## src/rtl/instr_fetch_unit.sv

```systemverilog
// Fetch stage: owns the PC, drives word addresses into a 1-cycle instruction ROM and
// queues returned words for decode. Optional macro IF_RANGE_CHECK_EN adds the out-of-range fault.
module instr_fetch_unit #(
    parameter int unsigned ADDR_W   = 6,
    parameter int unsigned QDEPTH   = 2,
    parameter logic [31:0] RESET_PC = 32'h0000_0000
) (
    input  logic              CLK,
    input  logic              RST_N,
    output logic [ADDR_W-1:0] Address,
    input  logic [31:0]       Instr,
    input  logic              Redirect_Valid,
    input  logic [31:0]       Redirect_Target,
    output logic              IF_Valid,
    input  logic              IF_Ready,
    output logic [31:0]       IF_Instr,
    output logic [31:0]       IF_PC,
    output logic              Fetch_Fault
);
    localparam int unsigned PTR_W  = (QDEPTH > 1) ? $clog2(QDEPTH) : 1;
    localparam int unsigned CNT_W  = $clog2(QDEPTH + 1);
    localparam logic [31:0] PC_RST = RESET_PC & ~32'h3;

    logic [31:0]      r_pc;
    logic [31:0]      r_req_pc;
    logic             r_inflight;
    logic [31:0]      r_q_instr [QDEPTH];
    logic [31:0]      r_q_pc    [QDEPTH];
    logic [PTR_W-1:0] r_rd_ptr;
    logic [PTR_W-1:0] r_wr_ptr;
    logic [CNT_W-1:0] r_count;
    logic             r_fault;

    logic             w_pop;
    logic             w_push;
    logic             w_credit;
    logic             w_oor;
    logic             w_try;
    logic             w_issue;
    logic [31:0]      w_pc_nxt;
    logic             w_inflight_nxt;
    logic [CNT_W-1:0] w_count_nxt;
    logic [PTR_W-1:0] w_rd_ptr_nxt;
    logic [PTR_W-1:0] w_wr_ptr_nxt;
    logic             w_fault_nxt;

    function automatic logic [PTR_W-1:0] ptr_inc(input logic [PTR_W-1:0] p);
        return (32'(p) == QDEPTH - 1) ? '0 : p + PTR_W'(1);
    endfunction

    assign Address  = r_pc[ADDR_W+1:2];
    assign IF_Valid = (r_count != '0);
    assign IF_Instr = r_q_instr[r_rd_ptr];
    assign IF_PC    = r_q_pc[r_rd_ptr];
`ifdef IF_RANGE_CHECK_EN
    assign Fetch_Fault = r_fault;
    assign w_oor       = |r_pc[31:ADDR_W+2];
`else
    assign Fetch_Fault = 1'b0;
    assign w_oor       = 1'b0;
`endif

    // Credit counts queued words plus the word in flight, so a return can never overflow the queue.
    always_comb begin
        w_pop          = IF_Valid & IF_Ready & ~Redirect_Valid;
        w_push         = r_inflight & ~Redirect_Valid;
        w_credit       = (32'(r_count) + 32'(r_inflight) - 32'(w_pop)) < QDEPTH;
        w_try          = w_credit & ~Redirect_Valid & ~r_fault;
        w_issue        = w_try & ~w_oor;
        w_pc_nxt       = r_pc;
        w_inflight_nxt = w_issue;
        w_count_nxt    = r_count + CNT_W'(w_push) - CNT_W'(w_pop);
        w_rd_ptr_nxt   = r_rd_ptr;
        w_wr_ptr_nxt   = r_wr_ptr;
        w_fault_nxt    = r_fault;
        if (Redirect_Valid) begin
            w_pc_nxt       = Redirect_Target & ~32'h3;
            w_inflight_nxt = 1'b0;
            w_count_nxt    = '0;
            w_rd_ptr_nxt   = '0;
            w_wr_ptr_nxt   = '0;
            w_fault_nxt    = 1'b0;
        end else begin
            if (w_issue) w_pc_nxt = r_pc + 32'd4;
            if (w_push)  w_wr_ptr_nxt = ptr_inc(r_wr_ptr);
            if (w_pop)   w_rd_ptr_nxt = ptr_inc(r_rd_ptr);
            if (w_try && w_oor) w_fault_nxt = 1'b1;
        end
    end

    always_ff @(posedge CLK or negedge RST_N) begin
        if (!RST_N) begin
            r_pc       <= PC_RST;
            r_req_pc   <= '0;
            r_inflight <= 1'b0;
            r_rd_ptr   <= '0;
            r_wr_ptr   <= '0;
            r_count    <= '0;
            r_fault    <= 1'b0;
            for (int i = 0; i < int'(QDEPTH); i++) begin
                r_q_instr[i] <= '0;
                r_q_pc[i]    <= '0;
            end
        end else begin
            r_pc       <= w_pc_nxt;
            r_inflight <= w_inflight_nxt;
            r_rd_ptr   <= w_rd_ptr_nxt;
            r_wr_ptr   <= w_wr_ptr_nxt;
            r_count    <= w_count_nxt;
            r_fault    <= w_fault_nxt;
            if (w_issue) r_req_pc <= r_pc;
            if (w_push) begin
                r_q_instr[r_wr_ptr] <= Instr;
                r_q_pc[r_wr_ptr]    <= r_req_pc;
            end
        end
    end

    a_no_overflow: assert property (@(posedge CLK) disable iff (!RST_N)
        !(w_push && !w_pop && (32'(r_count) == QDEPTH)));

endmodule
```

## config.mk

```make
export PLATFORM = sky130hd
export DESIGN_NAME = instr_fetch_unit
export DESIGN_NICKNAME = d
export VERILOG_FILES = /design/src/rtl/instr_fetch_unit.sv
export SDC_FILE = /design/constraint.sdc
export NUM_CORES = 1
export LEC_CHECK = 0
export ABC_CLOCK_PERIOD_IN_PS = 5350
export CORE_MARGIN = 4
export CORE_UTILIZATION = 40
export CTS_BUF_LIST = sky130_fd_sc_hd__clkbuf_4 sky130_fd_sc_hd__clkbuf_8
export CTS_CLUSTER_DIAMETER = 80
export DETAILED_ROUTE_END_ITERATION = 10
export GPL_ROUTABILITY_DRIVEN = 0
export PLACE_DENSITY = 0.7
export SLEW_MARGIN = 20
export SYNTH_ARGS = -nofsm -noshare
export SYNTH_HDL_FRONTEND = slang
export SYNTH_SLANG_ARGS = --single-unit
```

## constraint.sdc

```tcl
create_clock -name CLK -period 5.35 [get_ports CLK]
set_clock_uncertainty 0.2 [all_clocks]
set_input_delay 1.07 -clock CLK [delete_from_list [all_inputs] [get_ports CLK]]
set_output_delay 1.07 -clock CLK [all_outputs]
set_load 0.005 [all_outputs]
```

==> summary.md, run 1 <==
| Metric | Value |
|---|---|
| Sink Count | 189 |
| Fin area | roughly 11000 µm² |
| Vias in the first global route | approximately 5800 |
| Area of the multi-input gates | approximately 3700 µm² |
| Seq pwr share | about two fifths |
| Min Tclk post-route | 4350 ps |
| Area Overhead vs Synth | 22.2% |
| Max FO, Critical Path | 12 |
| Static leakage | 4.23 nW |
| Switching Fraction | 31.6% |
| Pwr dens | about 560 nW/µm² |
| Clock Latency Late Sink | ~460 ps |
| Critical Path Source | IF_Ready |
| Met1 track demand over resource | ~22% |
| Reg-to-Reg Start | r_count[1] |
| Share of the synthesized area in the top cell type | 54.4% |
| Synth unique cells | between 40 and 50 |
| Post-CTS setup buffer count | 0 |
| Slew HR | between 30% and 40% |
| Top FF cell, synth | dfrtp_1 |
| Pint | 4.08 mW |
| Global-route wire length before repair | approximately 30 mm |
| Crit path to | r_pc[25] |
| Part of the cycle the worst path needs | about four fifths |
| Crit path DAT | between 4000 and 5000 ps |
| Fill cell count | between 1500 and 2000 |
| VDD IR max | 338 µV |
| Final Max Slew Viols | 0 |
| ANT cells | 0 |
| Final TNS setup | 0 ps |
| EDFF count, synth | 0 |
| Post-DRT Antenna Nets | 0 |
| Post-DP HPWL | between 10 and 15 mm |
| Maxcap violations | 0 |
| H-tree Lvls | 4 |
| Startpoint Class | input pin |
| Clock slew at reported path FFs | approximately 100 ps |
| # hold bufs at CTS | 0 |
| Initial antenna violation count | 0 |
| Synth Area in Simple Gates | 7.68% |
| Drt wl/cell | about 17 µm |
| Placed cell area | approximately 10000 µm² |
| Vias per cell | about 5.4 |
| Netlist Area Pre-Place | a little under 9000 µm² |
| Worst Path Required | around 5500 ps |
| Fraction of layout cells with a size suffix above 1 | around 34% |
| Worst slew pin tran | approximately 1000 ps |
| Initial Utilization | between 40% and 50% |
| GRT Overall Usage | 15.6% |
| Core area | 21200 µm² |
| Status | finished clean |
| Total CTS buffers | 17 |
| DIE WIDTH | between 150 and 200 µm |
| Synth Instances | between 600 and 700 |
| Hold Crit Class | reg2reg |
| Cell taking the most area after synthesis | dfrtp_1 |
| Number of cells on the critical path | 11 |
| Port bufs | around 130 |
| Io pins | 140 |
| GR Util met3 | under 10% |
| GRT overflow | 0 |
| Clk root buf | clkbuf_8 |
| Yosys warns | 0 |
| Most used routing layer | met2 |
| Reg area | between 4000 and 5000 µm² |
| Switching power total | about 1.9 mW |
| Sequential-to-total area share from yosys stat | a little over half |
| Largest net degree at the start of global routing | around 100 |
| Power Total | about 6.0 mW |
| Crit path capture type | flop |
| Max Clk Rate | around 230 MHz |
| XOR/XNOR Fraction of Synth Area | less than 1% |
| Maximum buffer depth of the clock tree | 2 |
| R2r setup slk | around 1400 ps |
| Combinational family with the most area after synthesis | multiplexers |
| Critical path type | in2reg |
| CTS tree | built |
| Unrepaired setup endpoints after global routing | false |
| Synth Area in Compound Gates | 4.73% |
| Worst path bufs/invs | 2 |
| R2r endpoint | r_pc[25] |
| DR DRC count | 0 |
| Async SR Flop Fraction | 100% |
| Die height | 155 µm |
| #FFs+latches synth | 189 |
| CP max-delay cell | or4_1 |
| Non-filler cells, final | between 1000 and 1500 |
| Clock share of power | 14.8% |
| Final hold vios | 0 |
| Final #Nets | approximately 850 |
| Met2 GRT Util | 23.8% |
| Placed cells | between 1000 and 1500 |
| Combinational fraction of design power | between 40% and 50% |
| Register-to-Register Path Depth | 11 |
| Drt pass-1 iters | 4 |
| Avg Inst Size Synth | around 13 µm² |
| Post-Route WL | 18.5 mm |
| Post_cts resized | 0 |
| Row count | 53 |
| Synth Area in Adders | 0.949% |
| Setup violators final | 0 |
| Mux cell area share after synthesis | between 20% and 30% |
| Largest cells by area after synthesis | dfrtp_1 54%, mux2_2 28%, or4_1 1.6% |
| DR vias | around 5700 |
| Crit-path cells | clkdlybuf4s50_1, nand2_1, nor2_1, ha_1, nor2b_1, buf_4, fa_1, and4b_1, nand4_1, or4_1, a31oi_1 |
| Die area | 24200 µm² |
| Family with the most delay on the worst path | simple AND/OR/NAND/NOR gates |
| Slowest stage delay, CP | ~630 ps |
| DRT iter0 DRCs | approximately 310 |
==> cell usage after synthesis, types with 4 or more instances <==
cell type	n
buf_1	5
or3_1	5
nand4_1	11
o21ai_0	11
nand2_1	15
buf_2	13
buf_4	9
or4_1	18
mux2_2	216
ha_1	5
nor2_1	27
xnor2_1	4
a31oi_1	21
inv_1	7
dfrtp_1	189
nand3_1	12
clkbuf_1	19
xor2_1	4
o31ai_1	17
nor2b_1	5
and4_1	6
==> worst reg2reg max path: cells and delay by family (launching register included) <==
| kind | cells | cell delay, ps |
|---|---|---|
| DFF | 1 | 460 |
| adders and majority gates | 2 | 830 |
| buffers and inverters | 1 | 160 |
| and+or+nand+nor | 7 | 2040 |
| AOI/OAI and AO/OA | 1 | 190 |
==> placed cells by master, fill, tap and decap left out, types with 2 or more instances in the layout <==
cell / Yosys / routed
mux2_2: 216 / 216
dfrtp_1: 189 / 188
clkdlybuf4s50_1: 0 / 133
nor2_1: 27 / 26
a31oi_1: 21 / 21
or4_1: 18 / 18
clkbuf_8: 0 / 18
o31ai_1: 17 / 17
nand2_1: 15 / 15
nand4_1: 11 / 11
o21ai_0: 11 / 11
nand3_1: 12 / 11
buf_4: 9 / 10
inv_1: 7 / 7
and4_1: 6 / 6
inv_6: 0 / 6
nor2b_1: 5 / 5
or3_1: 5 / 5
ha_1: 5 / 5
xor2_1: 4 / 4
xnor2_1: 4 / 4
conb_1: 1 / 3
clkinv_4: 0 / 3
nand2b_1: 2 / 2
and3b_1: 2 / 2
o211ai_1: 2 / 2
and3_1: 2 / 2
and2_1: 2 / 2
o31a_1: 2 / 2
and4b_1: 2 / 2
clkinvlp_4: 0 / 2
inv_8: 0 / 2
clkinv_2: 0 / 2
==> how the worst min path moves through the flow <==
stage,from,to,slack (ps),cells after the start
after floorplan,r_q_instr[0],r_q_instr[0],270,1
after global placement,r_q_instr[20],r_q_instr[20],280,1
after detailed placement,r_q_instr[10],r_q_instr[10],290,1
after CTS,r_q_instr[20],r_q_instr[20],310,1
after global routing,r_q_instr[37],r_q_instr[37],320,1
final,r_q_instr[63],r_q_instr[63],310,1
==> power by group through the flow <==
stage / clock network [mW] / registers, mW / logic (mW)
finish: 0.881 / 2.47 / 2.62
global route: 0.979 / 2.56 / 2.86
CTS: 0.917 / 2.47 / 2.67
detailed placement: 0 / 2.50 / 2.65
global placement: 0 / 2.48 / 2.60
floorplan: 0 / 2.33 / 1.67
==> metal layers <==
layer | part of all wire (%) | routed length, µm
met5 | 0 | 0
met2 | 46 | 8530
met3 | 5.4 | 1000
met1 | 48 | 8820
met4 | 0.72 | 134
==> stage by stage <==
stage	hold slack, ps	setup slack [ps]	util [%]
finish	310	1000	50.1
detailed placement	288	611	48.4
global route	322	865	50.1
floorplan	274	954	-
CTS	314	1090	50.1
global placement	281	691	48.4
==> cell families after synthesis <==
kind of cell,after synthesis
AOI/OAI and AO/OA,60
xor gates and xnor gates,9
adders and majority gates,6
buffers and inverters,56
DFF,189
muxes,217
other,1
and+or+nand+nor,116
==> area by class of cell <==
cell class / count / area share [%]
Multi-Input combinational cell: 411 / 35.1
Clock inverter: 15 / 1.19
Tap cell: 275 / 3.24
Clock buffer: 17 / 2.20
Sequential cell: 189 / 44.5
Timing Repair Buffer: 145 / 13.5
Inverter: 8 / 0.282
==> state kept, by name (all words and copies together) (netlist names) <==
register,flops
r_q_pc,60
r_pc,30
r_inflight,1
r_q_instr,64
r_wr_ptr,1
r_req_pc,30
r_rd_ptr,1
r_count,2
Note: power is estimated with default switching activity, not from simulation.
==> run 2: changes to the inputs <==
--- a/config.mk
+++ b/config.mk
@@ -5,14 +5,14 @@
 export SDC_FILE = /design/constraint.sdc
 export NUM_CORES = 1
 export LEC_CHECK = 0
-export ABC_CLOCK_PERIOD_IN_PS = 5350
+export ABC_CLOCK_PERIOD_IN_PS = 3500
 export CORE_MARGIN = 4
 export CORE_UTILIZATION = 40
 export CTS_BUF_LIST = sky130_fd_sc_hd__clkbuf_4 sky130_fd_sc_hd__clkbuf_8
 export CTS_CLUSTER_DIAMETER = 80
 export DETAILED_ROUTE_END_ITERATION = 10
 export GPL_ROUTABILITY_DRIVEN = 0
-export PLACE_DENSITY = 0.7
+export PLACE_DENSITY = 0.72
 export SLEW_MARGIN = 20
 export SYNTH_ARGS = -nofsm -noshare
 export SYNTH_HDL_FRONTEND = slang
==> constraint.sdc (replaced) <==
create_clock -name CLK -period 3.5 [get_ports CLK]
set_clock_uncertainty 0.2 [all_clocks]
set_input_delay 0.7 -clock CLK [delete_from_list [all_inputs] [get_ports CLK]]
set_output_delay 0.7 -clock CLK [all_outputs]
set_load 0.005 [all_outputs]
==> summary.md, run 2 (synthesis gave the netlist of run 1 again) <==
| Metric | Value |
|---|---|
| Status | finished clean |
| Most frequent cells in the layout | 216 x mux2_2, 188 x dfrtp_1, 133 x clkdlybuf4s50_1 |
| Worst Path Required | approximately 3700 ps |
| Pint | approximately 6.5 mW |
| Crit path capture type | flop |
| Fraction of layout cells with a size suffix above 1 | 36.1% |
| Post-Route WL | 19.0 mm |
| Family with the most delay on the worst path | simple AND/OR/NAND/NOR gates |
| Area Overhead vs Synth | 25.7% |
| H-tree Lvls | 4 |
| Met1 track demand over resource | a little under a quarter |
| Clock slew at reported path FFs | 100 ps |
| CTS tree | built |
| Worst setup margin | approximately 130 ps |
| Final #Nets | between 800 and 900 |
| DIE WIDTH | 155 µm |
| GRT overflow | 0 |
| Post-DRT Antenna Nets | 0 |
| Slew HR | roughly three fifths |
| Drt wl/cell | around 18 µm |
| DR DRC count | 0 |
| Setup violators final | 0 |
| Min-delay src | r_q_instr[18] |
| Initial Utilization | about two fifths |
| Sink Count | around 190 |
| Static leakage | between 4 and 5 nW |
| Post-DP HPWL | 12.9 mm |
| Die area | 24200 µm² |
| Reg-to-Reg Start | r_count[0] |
| Crit path DAT | 3560 ps |
| Pwr dens | between 800 and 900 nW/µm² |
| Combinational fraction of design power | 45.5% |
| Slowest stage delay, CP | between 500 and 600 ps |
| Min Tclk post-route | roughly 3400 ps |
| Post-CTS setup buffer count | 0 |
| Global-route wire length before repair | just over 30 mm |
| Unrepaired setup endpoints after global routing | false |
| Seq pwr share | 39.6% |
| Maximum buffer depth of the clock tree | 2 |
| Part of the cycle the worst path needs | a little over nine tenths |
| DR vias | ~5700 |
| GRT Overall Usage | around 16% |
| Clock share of power | around 15% |
| Maxcap violations | 0 |
| Worst slew pin tran | 574 ps |
| Met2 GRT Util | 25.0% |
| Final hold slack | slightly above 300 ps |
| Largest net degree at the start of global routing | 60 |
| Placed cells | roughly 1000 |
| Critical Path Source | r_count[0] |
| Switching Fraction | 31.0% |
| Core area | 21200 µm² |
| Switching power total | 2.92 mW |
| VDD IR max | 459 µV |
| Port bufs | between 100 and 150 |
| Startpoint Class | flop |
| Final Max Slew Viols | 0 |
| Final TNS setup | 0 ps |
| Power Total | around 9.4 mW |
| Pre-CTS WS | -363 ps |
| Die height | around 160 µm |
| Row count | 53 |
| Io pins | 140 |
| Drt pass-1 iters | 4 |
| ANT cells | 0 |
| Hold Crit Class | reg2reg |
| Initial antenna violation count | 0 |
| Critical path type | reg2reg |
| Clk root buf | clkbuf_8 |
| Max Clk Rate | 297 MHz |
| Clock Latency Late Sink | 470 ps |
| Crit-path cells | or2_2, nand2_2, nor2_4, ha_1, nor2b_4, fa_2, and4b_1, nand4_1, buf_4, or4_1, a31oi_1 |
| CP max-delay cell | fa_2 |
| Final hold vios | 0 |
| Worst path bufs/invs | 1 |
| Non-filler cells, final | between 1000 and 1500 |
| GR Util met3 | under 10% |
| DRT iter0 DRCs | between 200 and 300 |
| Total CTS buffers | 17 |
| Most used routing layer | met2 |
| Biggest regs | r_q_instr x64, r_q_pc x60 |
| Max reg flops | 64 |
| Vias in the first global route | a little under 6000 |
| Max FO, Critical Path | 11 |
| Commonest non-fill, non-tap cell in the layout | mux2_2 |
| Vias per cell | ~5.3 |
| Top reg by flops | r_q_instr |
run 2: cell count changes in the layout (fill, tap and decap cells not counted), moves of 2 or more:
| cell | delta |
|---|---|
| buf_12 | +8 |
| buf_4 | +11 |
| buf_6 | +2 |
| clkinv_2 | -2 |
| clkinvlp_4 | +2 |
run 2: per-layer routing:
metal	vias to the layer above	wire length (µm)	part of all wire [%]
met3	18	1040	5.5
met4	0	159	0.84
met1	2904	9090	48
met2	150	8710	46
met5	-	0	0
li1	2672	-	-
run 2: repair_timing:
| action | CTS | global route |
|---|---|---|
| hold buffers | 1 | 0 |
| resized for setup | 0 | 4 |
| hold endpoints to repair | 7 | 0 |
| endpoints found under the setup margin | 0 | 7 |
run 2: final timing paths:
kind                            endpoint  slack, ps  cells after the start
max in group asynchronous     r_q_pc[35]       1820                      3
max reg2reg                     r_pc[25]        130                     11
min in group asynchronous   r_q_instr[8]        560                      2
min reg2reg                r_q_instr[18]        310                      1
min                        r_q_instr[18]        310                      1
max                             r_pc[25]        130                     11
run 2: final cells by class:
type / instances / area [µm²]
tap: 275 / 344
clock buffer: 18 / 248
inverter: 8 / 30.0
fill: 1873 / 10300
timing repair buffer: 166 / 1700
sequential: 189 / 4730
clock inverter: 13 / 133
multi-input combinational: 411 / 3750
run 2: stage by stage:
stage	util [%]	area [µm²]
after floorplan	-	8770
after global placement	49.6	10500
after detailed placement	49.6	10500
after CTS	51.5	10900
after global routing	51.5	10900
final	51.5	10900
run 2: power by group through the flow:
stage          logic [mW]  clock network, mW  registers [mW]
2_1_floorplan        2.57                  0            3.56
3_3_place_gp         4.25                  0            3.72
3_5_place_dp         4.33                  0            3.76
4_1_cts              4.35               1.46            3.72
5_1_grt              4.66               1.55            3.85
6_report             4.28               1.41            3.73
==> run 3: changes to the inputs <==
--- a/config.mk
+++ b/config.mk
@@ -6,6 +6,7 @@
 export NUM_CORES = 1
 export LEC_CHECK = 0
 export ABC_CLOCK_PERIOD_IN_PS = 3500
+export CORE_ASPECT_RATIO = 0.7
 export CORE_MARGIN = 4
 export CORE_UTILIZATION = 40
 export CTS_BUF_LIST = sky130_fd_sc_hd__clkbuf_4 sky130_fd_sc_hd__clkbuf_8
==> constraint.sdc (replaced) <==
create_clock -name CLK -period 3.5 [get_ports CLK]
set_clock_uncertainty 0.2 [all_clocks]
set_input_delay 1.05 -clock CLK [delete_from_list [all_inputs] [get_ports CLK]]
set_output_delay 1.05 -clock CLK [all_outputs]
set_load 0.005 [all_outputs]
==> summary.md, run 3 (synthesis gave the netlist of run 1 again) <==
| Metric | Value |
|---|---|
| CTS tree | built |
| Max reg flops | 64 |
| Status | finished clean |
| Final #Nets | 874 |
| Die height | ~130 µm |
| Post-DRT Antenna Nets | 0 |
| Pwr dens | about 870 nW/µm² |
| Total CTS buffers | 17 |
| Most frequent cells in the layout | 216 x mux2_2, 188 x dfrtp_1, 131 x clkdlybuf4s50_1 |
| Commonest non-fill, non-tap cell in the layout | mux2_2 |
| H-tree Lvls | 4 |
| Static leakage | ~4.5 nW |
| Initial Utilization | between 40% and 50% |
| GRT Overall Usage | between 10% and 20% |
| Core area | 21000 µm² |
| ANT cells | 0 |
| Area of the multi-input gates | 3770 µm² |
| Setup violators final | 0 |
| Worst slew pin tran | between 500 and 600 ps |
| Power Total | about 9.6 mW |
| Crit path capture type | flop |
| Row count | 44 |
| Pre-CTS WS | -675 ps |
| Worst Path Required | approximately 3700 ps |
| Post-Route WL | about 19 mm |
| Initial antenna violation count | 0 |
| # hold bufs at CTS | 0 |
| Drt wl/cell | 17.8 µm |
| Top reg by flops | r_q_instr |
| Critical path type | in2reg |
| Fraction of layout cells with a size suffix above 1 | a little under two fifths |
| Largest net degree at the start of global routing | roughly 70 |
| Startpoint Class | input pin |
| Vias in the first global route | 5933 |
| Final hold vios | 0 |
| Fill cell count | 1833 |
| Hold Crit Class | reg2reg |
| Clk root buf | clkbuf_8 |
| Unrepaired setup endpoints after global routing | false |
| VDD IR max | between 400 and 500 µV |
| Maximum buffer depth of the clock tree | 2 |
| Vias per cell | roughly 5.3 |
| Area Overhead vs Synth | 27.4% |
| Part of the cycle the worst path needs | 94.6% |
| Reg area | about 4700 µm² |
| Crit path DAT | 3470 ps |
| Global-route wire length before repair | around 32 mm |
| Drt pass-1 iters | 4 |
| Io pins | 140 |
| Clock Latency Late Sink | roughly 470 ps |
| Min Tclk post-route | about 3300 ps |
| Port bufs | 134 |
| DRT iter0 DRCs | 248 |
| Sink Count | ~190 |
| Post-DP HPWL | between 10 and 15 mm |
| Worst setup margin | around 190 ps |
| Fin util | 52.7% |
| Die area | ~24000 µm² |
| DIE WIDTH | 184 µm |
| DR DRC count | 0 |
| Slew HR | 61.3% |
| DR vias | 5768 |
| Final Max Slew Viols | 0 |
| Clock slew at reported path FFs | ~110 ps |
| GRT overflow | 0 |
| Max Clk Rate | 302 MHz |
| Max FO, Critical Path | 5 |
| Maxcap violations | 0 |
| Biggest regs | r_q_instr x64, r_q_pc x60 |
==> run 3: cell types whose count changed in the layout (fill, tap and decap cells not counted), sizes merged <==
cell	change
clkinv	+2
buf	+7
clkbuf	+2
clkinvlp	-3
bufinv	+1
dlygate4sd3	-1
dlymetal6s2s	+1
clkdlybuf4s50	-2
dlygate4sd2	+1
==> run 3: area by class of cell <==
cell class,instances,share of cell area (%)
well taps,276,3.12
repair buffers,173,16.2
clock inverters,13,1.35
inverters,8,0.271
flip-flops and latches,189,42.7
clock buffers,19,2.30
multi-input cells,411,34.0
==> run 3: layer usage <==
metal	vias to the layer above	routed length, µm	global-route usage, %
met5	-	0	0
met4	0	112	2.87
met3	11	838	3.92
met2	120	8710	24.8
met1	2945	9680	24.5
li1	2692	-	-
==> run 3: through the flow <==
stage	cells	instance area (µm²)	TNS, ps	hold slack [ps]
global placement	1052	10600	-28000	281
floorplan	656	8790	-14050	274
finish	1089	11100	0	307
detailed placement	1052	10600	-29580	287
global route	1089	11100	0	320
CTS	1086	11000	-7.67	311
==> run 3: power by group <==
group / switching, mW / leakage, nW / internal [mW]
clock: 0.818 / 0.207 / 0.678
combinational: 1.58 / 2.03 / 2.79
sequential: 0.581 / 2.21 / 3.16
==> run 3: repair_timing <==
action / 4_1_cts / 5_1_grt
endpoints found under the setup margin: 20 / 23
pin swaps: 12 / 7
setup buffers: 2 / 2
resized for setup: 6 / 4
gates cloned: 1 / 1
==> run 3: final timing paths <==
check | to | slack [ps] | depth (start not counted) | start
min | r_q_instr[6] | 310 | 1 | r_q_instr[6]
max reg2reg | r_pc[20] | 310 | 14 | r_count[0]
max in group asynchronous | r_count[0] | 2070 | 2 | RST_N
min in group asynchronous | r_q_pc[17] | 390 | 1 | RST_N
max | r_pc[20] | 190 | 12 | Redirect_Valid
min reg2reg | r_q_instr[6] | 310 | 1 | r_q_instr[6]
==> run 3: critical path, stage by stage <==
cell and delay [ps]:
dlygate4sd2_1 260, nor2_4 150, ha_4 230, nor2b_4 130, fa_2 490, and3b_1 240, nand4_1 140, buf_4 170
buf_2 150, buf_4 150, o31ai_1 190, a31oi_1 110
